<file path="src/rtl/mod_accel_seq.sv">
// mod_accel_seq: sequential modular-arithmetic accelerator.
//   Operations on W-bit operands modulo n: ADD, SUB, MOD ({a,b} mod n),
//   RSET (computes and stores R2 = 2^(2W) mod n), MUL (Montgomery a*b mod n)
//   and EXP (a^b mod n, MSB-first square-and-multiply in Montgomery form).
// Ports:
//   clk, rst_n          clock, asynchronous active-low reset
//   start, control      request and opcode, sampled only while busy=0
//   a, b, modulant      operands and modulus n, latched with the request
//   result              result of the last error-free completed operation
//   finished, err       one-cycle completion pulse and its error qualifier
//   busy                operation in progress
//   r_valid             stored R2 is valid for the stored modulus n_r
module mod_accel_seq #(
  parameter int DATA_WIDTH = 8
) (
  input  logic                  clk,
  input  logic                  rst_n,
  input  logic                  start,
  input  logic [2:0]            control,
  input  logic [DATA_WIDTH-1:0] a,
  input  logic [DATA_WIDTH-1:0] b,
  input  logic [DATA_WIDTH-1:0] modulant,
  output logic [DATA_WIDTH-1:0] result,
  output logic                  finished,
  output logic                  busy,
  output logic                  err,
  output logic                  r_valid
);

  localparam int W  = DATA_WIDTH;
  localparam int CW = $clog2(2*W+1);
  localparam int KW = $clog2(W);

  localparam logic [2:0] OP_ADD  = 3'b000;
  localparam logic [2:0] OP_SUB  = 3'b001;
  localparam logic [2:0] OP_MOD  = 3'b010;
  localparam logic [2:0] OP_RSET = 3'b011;
  localparam logic [2:0] OP_MUL  = 3'b100;
  localparam logic [2:0] OP_EXP  = 3'b101;

  localparam logic [2:0] S_IDLE   = 3'd0;
  localparam logic [2:0] S_ADDSUB = 3'd1;
  localparam logic [2:0] S_MODRED = 3'd2;
  localparam logic [2:0] S_RSETUP = 3'd3;
  localparam logic [2:0] S_MONT   = 3'd4;
  localparam logic [2:0] S_EXPSEQ = 3'd5;
  localparam logic [2:0] S_DONE   = 3'd6;

  // Which Montgomery product the sequencer is currently waiting on
  localparam logic [2:0] PH_MUL1 = 3'd0;
  localparam logic [2:0] PH_MUL2 = 3'd1;
  localparam logic [2:0] PH_ABAR = 3'd2;
  localparam logic [2:0] PH_ACC  = 3'd3;
  localparam logic [2:0] PH_SQ   = 3'd4;
  localparam logic [2:0] PH_MULB = 3'd5;
  localparam logic [2:0] PH_FIN  = 3'd6;

  localparam logic [CW-1:0] CNT_MONT_LAST = CW'(W-1);
  localparam logic [CW-1:0] CNT_RED_LAST  = CW'(2*W);
  localparam logic [W-1:0]  ONE           = {{(W-1){1'b0}}, 1'b1};

  // One conditional subtract; caller guarantees v < 2n (or v-n fits W bits)
  function automatic logic [W-1:0] red1(input logic [W+1:0] v, input logic [W-1:0] n);
    return (v >= {2'b00, n}) ? W'(v - {2'b00, n}) : W'(v);
  endfunction

  function automatic logic [W-1:0] mod_sub(input logic [W-1:0] x, input logic [W-1:0] y,
                                           input logic [W-1:0] n);
    logic [W:0] d;
    d = {1'b0, x} - {1'b0, y};
    if (d[W]) d = d + {1'b0, n};
    return W'(d);
  endfunction

  // Radix-2 Montgomery iteration: t = (t + xb*y + q*n) / 2, q makes the sum even
  function automatic logic [W+1:0] mont_step(input logic [W+1:0] t, input logic xb,
                                             input logic [W-1:0] y, input logic [W-1:0] n);
    logic [W+1:0] s;
    s = t + (xb ? {2'b00, y} : '0);
    if (s[0]) s = s + {2'b00, n};
    return s >> 1;
  endfunction

  logic [2:0]    state_q, ph_q, nx_ph, op_q;
  logic [CW-1:0] cnt_q;
  logic [KW-1:0] k_q, nx_k;
  logic          seq_init_q, err_q, lat_err, seq_done, accept;
  logic [W-1:0]  r2_q, n_r_q;
  logic [W-1:0]  a_q, b_q, n_q, acc_q, x_q, y_q, abar_q, res_q, mm_res, nx_x, nx_y;
  logic [2*W-1:0] sr_q;
  logic [W+1:0]  t_q;

  assign accept = start && !busy;
  assign mm_res = red1(t_q, n_q);

  always_comb begin
    lat_err = 1'b0;
    case (control)
      OP_ADD, OP_SUB: lat_err = (a >= modulant) || (b >= modulant);
      OP_MOD:         lat_err = 1'b0;
      OP_RSET:        lat_err = !modulant[0];
      OP_MUL, OP_EXP: lat_err = !modulant[0] || !r_valid || (modulant != n_r_q);
      default:        lat_err = 1'b1;
    endcase
    if (modulant == '0) lat_err = 1'b1;
  end

  // Sequencer: on each finished product, pick the operands of the next one.
  // The final subtract and this decision share one cycle, so each product
  // costs exactly W+1 cycles end to end.
  always_comb begin
    nx_ph    = ph_q;
    nx_k     = k_q;
    nx_x     = mm_res;
    nx_y     = mm_res;
    seq_done = 1'b0;
    if (seq_init_q) begin
      nx_x = a_q;
      if (op_q == OP_MUL) begin
        nx_ph = PH_MUL1;
        nx_y  = b_q;
      end else begin
        nx_ph = PH_ABAR;
        nx_y  = r2_q;
      end
    end else begin
      case (ph_q)
        PH_MUL1: begin nx_ph = PH_MUL2; nx_y = r2_q; end
        PH_ABAR: begin nx_ph = PH_ACC; nx_x = ONE; nx_y = r2_q; end
        PH_ACC:  begin nx_ph = PH_SQ; nx_k = KW'(W-1); end
        PH_SQ, PH_MULB: begin
          if ((ph_q == PH_SQ) && b_q[k_q]) begin
            nx_ph = PH_MULB;
            nx_y  = abar_q;
          end else if (k_q == '0) begin
            nx_ph = PH_FIN;
            nx_y  = ONE;
          end else begin
            nx_ph = PH_SQ;
            nx_k  = k_q - KW'(1);
          end
        end
        default: seq_done = 1'b1;
      endcase
    end
  end

  // Control path: FSM, handshake flags and architecturally visible state
  always_ff @(posedge clk or negedge rst_n) begin
    if (!rst_n) begin
      state_q    <= S_IDLE;
      busy       <= 1'b0;
      finished   <= 1'b0;
      err        <= 1'b0;
      err_q      <= 1'b0;
      result     <= '0;
      r_valid    <= 1'b0;
      r2_q       <= '0;
      n_r_q      <= '0;
      cnt_q      <= '0;
      k_q        <= '0;
      ph_q       <= PH_MUL1;
      seq_init_q <= 1'b0;
    end else begin
      finished <= 1'b0;
      err      <= 1'b0;
      case (state_q)
        S_IDLE: if (accept) begin
          busy       <= 1'b1;
          err_q      <= lat_err;
          cnt_q      <= '0;
          seq_init_q <= 1'b1;
          if (lat_err) state_q <= S_DONE;
          else case (control)
            OP_ADD, OP_SUB: state_q <= S_ADDSUB;
            OP_MOD:         state_q <= S_MODRED;
            OP_RSET:        state_q <= S_RSETUP;
            default:        state_q <= S_EXPSEQ;
          endcase
        end
        S_ADDSUB: state_q <= S_DONE;
        S_MODRED, S_RSETUP: begin
          if (cnt_q == CNT_RED_LAST) state_q <= S_DONE;
          else cnt_q <= cnt_q + CW'(1);
        end
        S_EXPSEQ: begin
          seq_init_q <= 1'b0;
          ph_q       <= nx_ph;
          k_q        <= nx_k;
          cnt_q      <= '0;
          state_q    <= seq_done ? S_DONE : S_MONT;
        end
        S_MONT: begin
          if (cnt_q == CNT_MONT_LAST) state_q <= S_EXPSEQ;
          else cnt_q <= cnt_q + CW'(1);
        end
        S_DONE: begin
          state_q  <= S_IDLE;
          busy     <= 1'b0;
          finished <= 1'b1;
          err      <= err_q;
          if (!err_q) begin
            result <= res_q;
            if (op_q == OP_RSET) begin
              r2_q    <= res_q;
              n_r_q   <= n_q;
              r_valid <= 1'b1;
            end
          end
        end
        default: state_q <= S_IDLE;
      endcase
    end
  end

  // Data path: operand latches and arithmetic working registers
  always_ff @(posedge clk) begin
    case (state_q)
      S_IDLE: if (accept) begin
        op_q  <= control;
        a_q   <= a;
        b_q   <= b;
        n_q   <= modulant;
        sr_q  <= {a, b};
        // RSET seeds with 1 mod n (0 when n = 1); MOD seeds with 0
        acc_q <= {{(W-1){1'b0}}, (control == OP_RSET) && (modulant != ONE)};
      end
      S_ADDSUB: res_q <= (op_q == OP_SUB) ? mod_sub(a_q, b_q, n_q)
                                          : red1({1'b0, {1'b0, a_q} + {1'b0, b_q}}, n_q);
      S_MODRED: begin
        if (cnt_q == CNT_RED_LAST) res_q <= acc_q;
        else begin
          acc_q <= red1({1'b0, acc_q, sr_q[2*W-1]}, n_q);
          sr_q  <= sr_q << 1;
        end
      end
      S_RSETUP: begin
        if (cnt_q == CNT_RED_LAST) res_q <= acc_q;
        else acc_q <= red1({1'b0, acc_q, 1'b0}, n_q);
      end
      S_EXPSEQ: begin
        if (!seq_init_q && (ph_q == PH_ABAR)) abar_q <= mm_res;
        if (seq_done) res_q <= mm_res;
        x_q <= nx_x;
        y_q <= nx_y;
        t_q <= '0;
      end
      S_MONT: begin
        t_q <= mont_step(t_q, x_q[0], y_q, n_q);
        x_q <= x_q >> 1;
      end
      default: ;
    endcase
  end

endmodule

</file>
<file path="config.mk">
export PLATFORM = sky130hd
export DESIGN_NAME = mod_accel_seq
export DESIGN_NICKNAME = d
export VERILOG_FILES = /design/src/rtl/mod_accel_seq.sv
export SDC_FILE = /design/constraint.sdc
export NUM_CORES = 1
export LEC_CHECK = 0
export BUFFER_PORTS_ARGS = -buffer_cell sky130_fd_sc_hd__buf_4
export CAP_MARGIN = 5
export CORE_MARGIN = 5
export CORE_UTILIZATION = 59
export DETAILED_ROUTE_END_ITERATION = 10
export HOLD_SLACK_MARGIN = 0.1
export PLACE_DENSITY = 0.77
export SLEW_MARGIN = 20
export SYNTH_ARGS = -nofsm -noshare
export SYNTH_HDL_FRONTEND = slang
export SYNTH_SLANG_ARGS = --single-unit
</file>
<file path="constraint.sdc">
create_clock -name clk -period 9.5 [get_ports clk]
set_input_delay 1.9 -clock clk [delete_from_list [all_inputs] [get_ports clk]]
set_output_delay 1.9 -clock clk [all_outputs]
set_load 0.01 [all_outputs]
</file>
Word level (Yosys, flattened, before mapping) --
Cells that the tools add are included.
Word-level totals: ROM bits 0, memories kept 0, flip-flop bits (word level) 137, bits in latches 0, word-level logic and storage cells 177, output and inout bits 12, input bits 30, bits in writable memories 0
Operators by class: shifts and indexed selects 0, $mul 0, reductions and logical operators 44, $lt $le $gt $ge 7, muxes and demuxes 57, div/mod/pow operators 0, bitwise operators 2, $add $sub $neg 11, eq/ne operators 32
Operator list (number):
- $mux W8 | 18
- $pmux W8 S3 | 2
- $mux W16 | 2
- $pmux W16 S2 | 1
- $pmux W8 S2 | 2
- $sub A8 B8 Y8 | 4
- $ge A9 B8 Y1 | 3
- $eq A3 B3 Y1 const B | 8
- $eq A3 B2 Y1 const B | 7
- $mux W3 | 7
- $add A10 B8 Y10 | 2
- $pmux W10 S2 | 1
- $pmux W5 S4 | 1
- $ne A2 B2 Y1 const B | 9
- $ge A8 B8 Y1 | 2
- $mux W5 | 3
- $pmux W3 S5 | 1
- $logic_not A3 Y1 | 4
- $pmux W3 S4 | 1
- $reduce_and A2 Y1 | 6
- $reduce_and A3 Y1 | 4
- $ge A10 B8 Y1 | 1
- $mux W10 | 1
- $reduce_bool A2 Y1 | 5
- other kinds (31) | 58

Logic depth before layout (Yosys ltp) --
Gate-level depths: netlist (run 1).
word-level depth 8, depth in mapped cells 17, depth with buffers taken out 16

Worst setup path before layout (run 1) --
No wires, ideal clock.
path kind input port to flip-flop, start point input port start, end point register sr_q[0], enable pin, stages 3, slack 4123 ps, data arrival time 4899 ps, setup time 478 ps, path through nor2b_1 -> nor2_1 -> a2111oi_0
Between the ends: word-level cells in the longest chain between the ends 3
RTL lines:
- from (decl) | RTL line 18 | input logic start,
- $logic_and A1 B1 Y1 | RTL line 93 | assign accept = start && !busy;
- $ne A2 B2 Y1 (no source line)
- $reduce_and A3 Y1 (no source line)
- to (signal assigned) | RTL line 224 | sr_q <= {a, b};
- to (signal assigned) | RTL line 234 | sr_q <= sr_q << 1;
- to (decl) | RTL line 90 | logic [2*W-1:0] sr_q;
No other way between the ends. A chain may end at the register's enable or synchronous reset.

Worst setup path in the final report (run 1) --
start point register b_q[0], end point register res_q[5] (data pin)
Between the ends: word-level cells in the longest chain between the ends 5, elaborated cells on any way between the ends 9, those cells by class add/sub (4); order compare (1); mux (4)
RTL lines:
- from (decl) | RTL line 89 | logic [W-1:0] a_q, b_q, n_q, acc_q, x_q, y_q, abar_q, res_q, mm_res, nx_x, nx_y;
- from (signal assigned) | RTL line 222 | b_q <= b;
- $add A8 B8 Y9 / $sub A8 B8 Y9 (equally long branches) | RTL line 229, 70
- $sub A8 B8 Y8 (tied with other cells) | RTL line 64 | return (v >= {2'b00, n}) ? W'(v - {2'b00, n}) : W'(v);
- $mux W8, on equally long branches | RTL line 64, 71
- $mux W8 * | RTL line 228 | S_ADDSUB: res_q <= (op_q == OP_SUB) ? mod_sub(a_q, b_q, n_q)
- $pmux W8 S3 * | RTL line 218 | case (state_q)
- to (signal assigned) | RTL line 228
- to (signal assigned) | RTL line 231 | if (cnt_q == CNT_RED_LAST) res_q <= acc_q;
- to (signal assigned) | RTL line 238 | if (cnt_q == CNT_RED_LAST) res_q <= acc_q;
- to (decl) | RTL line 89
Every way passes the cells marked *; elsewhere a longest branch is shown, timed or not.

==> flow_summary.toml, run 1 <==
[placed_design]
gp_congestion = 0.9986
placedCellCount = 1173
detailed_place_hpwl_um = 20040
portBuffers = 41
dp_worst_setup_slack_ps = 5418

[synth]
ys.warnings.count = 0
synth_fp_nets = 1066
yosys-top-cells-count = "92 x edfxtp_1, 83 x ha_1, 70 x a21oi_1, 70 x nand2_1, 67 x nor2_1"
postSynthCellCount = 944
synth.most_common_cell = "edfxtp_1"
netlist_area_um2 = 9703
yosysUniqueCellTypes = 70
synthFlopType = "edfxtp_1"
yosys.area.top_type = "edfxtp_1"
seq_area_frac_synth_pct = 39.82
async_flop_share_pct = 32.35
synth_edf_count = 92
ys_seq_elements = 136
synth_top_area_share_pct = 28.47
syn-mean-instance-area_um2 = 10.28
synth_area_leaders = "edfxtp_1 28%, dfrtp_1 11%, ha_1 11%, mux2_2 5.3%, a21oi_1 3.6%"

[final_layout]
regArea_um2 = 3864
finish.net_count = 1099
largest_reg_flops = 16
final_util_pct = 67.30
synthToLayoutAreaGrowth_pct = 10.97
regMostFlops = "sr_q"
top_regs = "sr_q (16), t_q (9)"
num_antenna_cells = 0
final_cells = 1206
multi_input_area_um2 = 5488
nFillCells = 1266
drive_gt1_share_pct = 14.14

[route]
firstDrtPassIters = 5
via_per_inst = 6.450
drt_iter0_markers = 809
final_antenna_net_count = 0
drc_errors = 0
wl_per_cell_um = 21.78
vias = 7779
routed_wirelength_um = 26260

[critical_path]
cp-start-kind = "flop"
cp_data_arrival_time_ps = 4270
r2r_start = "b_q[0]"
reg2reg_to = "res_q[5]"
critPathCaptureType = "flop"
crit_type = "flop to flop"
reg2reg_depth = 15
cp.required_ps = 9660
crit_start = "b_q[0]"
rrSetupSlack_ps = 5390
cp_max_fo = 11

[power]
vdd_drop_max_mv = 0.1348
leakagePower_nw = 4.513
power_density_nw_per_um2 = 307.0

[sta]
setup_violations = 0
rsz0062_at_grt = "false"
setup_ws_ps = 5391
finalCritPeriodShare_pct = 43.25
relSlewSlack_pct = 21.89
finClkSkew_ps = 10.14
tns_ps = 0
fmax_mhz = 243.4
period_minus_slack_ps = 4109
hold_violations = 0
holdWs_ps = 504.9
tightestPinTransition_ps = 1169
slew_viol_final = 0

[global_routing]
grt_antenna_before_repair = 0
first_global_vias = 7411
grt-ovfl-total = 0
grtUsageTotal_pct = 27.15
grt_pass1_wl_um = 40870
grt_max_degree = 45

[clock_tree]
cts_buffers = 17
hold_buffers = 0
clockBufferDepth = 2
cts_tree = "built"
cts-root-buf = "clkbuf_16"
htree_levels = 4
cts_resized = 0
insertion_delay_ps = 430
clock_sinks = 136
cts.reportedPaths.clkPinSlew_ps = 60
cts_setup_buffers = 0

[status]
status = "completed"

[die]
die_w_um = 138.2
rows = 46
die_height_um = 138.2
pin_count = 42
start_util_pct = 60.64
dieArea_um2 = 19110
core_area_um2 = 16000

[worst_hold_path]
hp-start = "result[0]"
whs_path_depth = 1
hp-class = "flop to flop"
hold_end = "result[0]"

[run]
max_cap_violations = 0
area by class of cell:
| class | instances | share of cell area [%] |
|---|---|---|
| Tap cell | 216 | 2.510 |
| Sequential cell | 136 | 35.88 |
| Inverter | 51 | 1.778 |
| Clock inverter | 11 | 1.371 |
| Clock buffer | 21 | 4.288 |
| Multi-Input combinational cell | 725 | 50.96 |
| Timing Repair Buffer | 46 | 3.207 |
cells by family after synthesis:
family | synth area share [%]
compound gates | 17.14
fa+ha+maj | 12.56
xor+xnor | 5.235
simple gates | 13.66
mux | 7.905
flops | 39.82
buf+inv | 3.688
metrics by stage:
stage / total power [mW] / area [um^2]
detailed placement: 2.589 / 10150
finish: 3.306 / 10770
global placement: 2.549 / 10150
floorplan: 2.163 / 9703
global route: 3.521 / 10770
CTS: 3.283 / 10760
placed cells by master, fill, tap and decap left out, types with 6 or more instances in the layout:
cell type / instances
a211oi_1: 15
a21o_1: 21
a21oi_1: 70
a221o_1: 8
a22oi_1: 12
a31oi_1: 12
and2_1: 13
buf_4: 46
clkbuf_16: 18
dfrtp_1: 44
edfxtp_1: 92
fa_1: 9
ha_1: 83
inv_1: 50
mux2_2: 46
mux2i_1: 20
nand2_1: 70
nand2b_1: 15
nand3_1: 9
nand4_1: 11
nor2_1: 67
nor2b_1: 14
nor3_1: 15
o2111ai_1: 6
o211ai_1: 6
o21a_1: 10
o21ai_0: 41
o21bai_1: 6
o22ai_1: 9
o31ai_1: 6
or4_1: 7
xnor2_1: 33
xor2_1: 25
how the worst max path moves through the flow:
| stage | depth (start not counted) | slack (ps) | end |
|---|---|---|---|
| 5_1_grt | 12 | 5040 | res_q[5] |
| 6_report | 15 | 5390 | res_q[5] |
| 3_5_place_dp | 15 | 5420 | res_q[5] |
| 3_3_place_gp | 15 | 5490 | res_q[5] |
| 2_1_floorplan | 3 | 4120 | sr_q[0] |
| 4_1_cts | 15 | 5400 | res_q[5] |
worst max-delay path, stage by stage, from the launching register on:
cell and delay (ps):
edfxtp_1 450, ha_1 250, fa_1 440, nand2b_4 100
a221o_1 210, a21oi_1 90, nor2_1 120, xor2_1 220
ha_1 320, or2_2 300, nand3_1 90, a21oi_1 70
nor4_2 730, nor2_1 110, a211oi_1 240, o21ai_0 90
layer usage:
layer / track usage (%) / share of wire (%)
met1: 36.73 / 43
met2: 43.37 / 46
met3: 5.345 / 7.5
met4: 10.56 / 3.9
met5: 0 / 0
power breakdown:
group	switching (mW)	total, mW	internal (mW)
Sequential	0.152	0.998	0.846
Combinational	0.953	1.62	0.667
Clock	0.260	0.688	0.429
Note: power is estimated with default switching activity, not from simulation.
==> inputs of run 2 (changes only) <==
- clock period: 9.5 -> 3.9 ns (I/O delays scaled with it)
==> run 2 against run 1 <==
Effect of this change:
- clock power is 150% higher
- clock skew is 3.8 ps higher
- power is 150% higher
- die area stayed put
- core utilization is 0.59 points higher
- cell count is 1.1% higher
- critical endpoint is now res_q[6]
- largest power group unchanged
==> flow_summary.toml, run 2 (synthesis gave the netlist of run 1 again) <==
[sta]
finalCritPeriodShare_pct = 95.33
finClkSkew_ps = 13.90
fmax_mhz = 269.0
hold_violations = 0
period_minus_slack_ps = 3718
tightestPinTransition_ps = 1076
setup_violations = 0
setup_ws_ps = 182.2
slew_viol_final = 0
relSlewSlack_pct = 28.28

[clock_tree]
cts_buffers = 17
cts.reportedPaths.clkPinSlew_ps = 60
htree_levels = 4
hold_buffers = 0
cts_tree = "built"
cts-root-buf = "clkbuf_16"
clock_sinks = 136
insertion_delay_ps = 430
clockBufferDepth = 2

[global_routing]
grt-ovfl-total = 0
grtUsageTotal_pct = 26.70
grt_pass1_wl_um = 40170
grt_antenna_before_repair = 0
first_global_vias = 7181
grt_max_degree = 45

[critical_path]
rrSetupSlack_ps = 180
critPathCaptureType = "flop"
critical-path-max-stage-delay_ps = 550
crit_chain = "ha_1 -> nor2b_1 -> a2111oi_0 -> o21ai_0 -> xnor2_1 -> ha_1 -> a211oi_1 -> o21ai_1 -> or4_1 -> o31ai_1 -> o21ai_1"
worst-path-stages = 11
critPathCapture = "res_q[6]"
reg2reg_to = "res_q[6]"
cp_max_fo = 9
r2r_start = "a_q[2]"
cp-start-kind = "flop"
critical-path-slowest-cell = "or4_1"
critical_path_buf_inv_count = 0
cp_data_arrival_time_ps = 3890
crit_start = "a_q[2]"
crit_type = "flop to flop"
reg2reg_depth = 11
critPathTopFamily = "compound AO/OA/AOI/OAI gates"
cp.required_ps = 4070

[final_layout]
largest_reg_flops = 16
top_regs = "sr_q (16), t_q (9)"
drive_gt1_share_pct = 15.55
synthToLayoutAreaGrowth_pct = 11.95
nFillCells = 1291
num_antenna_cells = 0
final_common_cell = "edfxtp_1"
final_cell_mix = "92 x edfxtp_1, 83 x ha_1, 70 x nand2_1, 70 x a21oi_1, 67 x nor2_1"
regMostFlops = "sr_q"
final_cells = 1219
finish.net_count = 1112

[route]
wl_per_cell_um = 21.33
final_antenna_net_count = 0
vias = 7677
firstDrtPassIters = 5
via_per_inst = 6.298
drc_errors = 0
drt_iter0_markers = 783
routed_wirelength_um = 26000

[die]
die_height_um = 138.2
core_area_um2 = 16000
dieArea_um2 = 19110
rows = 46
die_w_um = 138.2
start_util_pct = 60.64
pin_count = 42

[power]
p_sw_mw = 3.381
leakagePower_nw = 4.584
vdd_drop_max_mv = 0.4094
pwr-share-comb_pct = 49.3
power_density_nw_per_um2 = 749.1
fin_total_pwr_mw = 8.138
pwr-share-seq_pct = 29.9
p_int_mw = 4.756
clkPwrFrac_pct = 20.7
p_sw_share_pct = 41.55

[placed_design]
placedCellCount = 1186
detailed_place_hpwl_um = 19840
dp_worst_setup_slack_ps = 193.6
portBuffers = 41
gp_congestion = 0.9775

[worst_hold_path]
hp-class = "input pin to asynchronous set/reset pin"

[run]
max_cap_violations = 0

[status]
status = "completed"
[run 2: cell types whose count changed in the layout (fill, tap and decap cells not counted), sizes merged]
| cell | before | now |
|---|---|---|
| clkbuf | 21 | 19 |
| clkinv | 7 | 5 |
| inv | 51 | 55 |
| buf | 46 | 59 |
[run 2: worst min path at each step]
stage	startpoint	end	slack, ps	depth (start not counted)
6_report	rst_n	result[6]	350	1
5_1_grt	rst_n	result[6]	420	1
4_1_cts	rst_n	n_r_q[0]	390	1
3_5_place_dp	r_valid	r_valid	490	1
3_3_place_gp	r_valid	r_valid	490	1
2_1_floorplan	res_q[7]	r2_q[7]	470	1
[run 2: metrics by stage]
step	area [um^2]	setup TNS, ps	hold slack [ps]	utilization [%]
2_1_floorplan	9704	0	474.8	-
5_1_grt	10860	-8.469	416.4	67.89
4_1_cts	10850	0	391.6	67.81
3_5_place_dp	10250	0	493.3	64.05
6_report	10860	0	353.7	67.89
3_3_place_gp	10250	0	487.1	64.05
[run 2: power groups by stage]
| stage | Combinational, mW | Sequential, mW | Clock [mW] |
|---|---|---|---|
| 4_1_cts | 3.97 | 2.42 | 1.69 |
| 5_1_grt | 4.39 | 2.48 | 1.75 |
| 3_5_place_dp | 3.92 | 2.45 | 0 |
| 2_1_floorplan | 3.00 | 2.27 | 0 |
| 6_report | 4.02 | 2.44 | 1.69 |
| 3_3_place_gp | 3.83 | 2.43 | 0 |
[run 2: routing by layer]
metal	wire length, um	part of all wire [%]	GRT usage (%)	vias to the layer above
met5	0	0	0	-
met4	822	3.2	9.776	0
met3	1879	7.2	4.690	53
met1	11120	43	36.54	3700
li1	-	-	-	3622
met2	12170	47	42.86	302
[run 2: cell type report]
cell class              instances  area, um^2  share of cell area (%)
clock buffers                  19       432.9                   3.985
flip-flops and latches        136        3864                   35.57
inverters                      51       191.4                   1.762
well taps                     216       270.3                   2.488
repair buffers                 59       442.9                   4.077
clock inverters                13       168.9                   1.555
multi-input cells             725        5493                   50.56
[run 2: timing repair]
| item | CTS | global route |
|---|---|---|
| endpoints found under the setup margin | 0 | 2 |
| setup buffers | 0 | 1 |
| gates resized for setup | 0 | 1 |
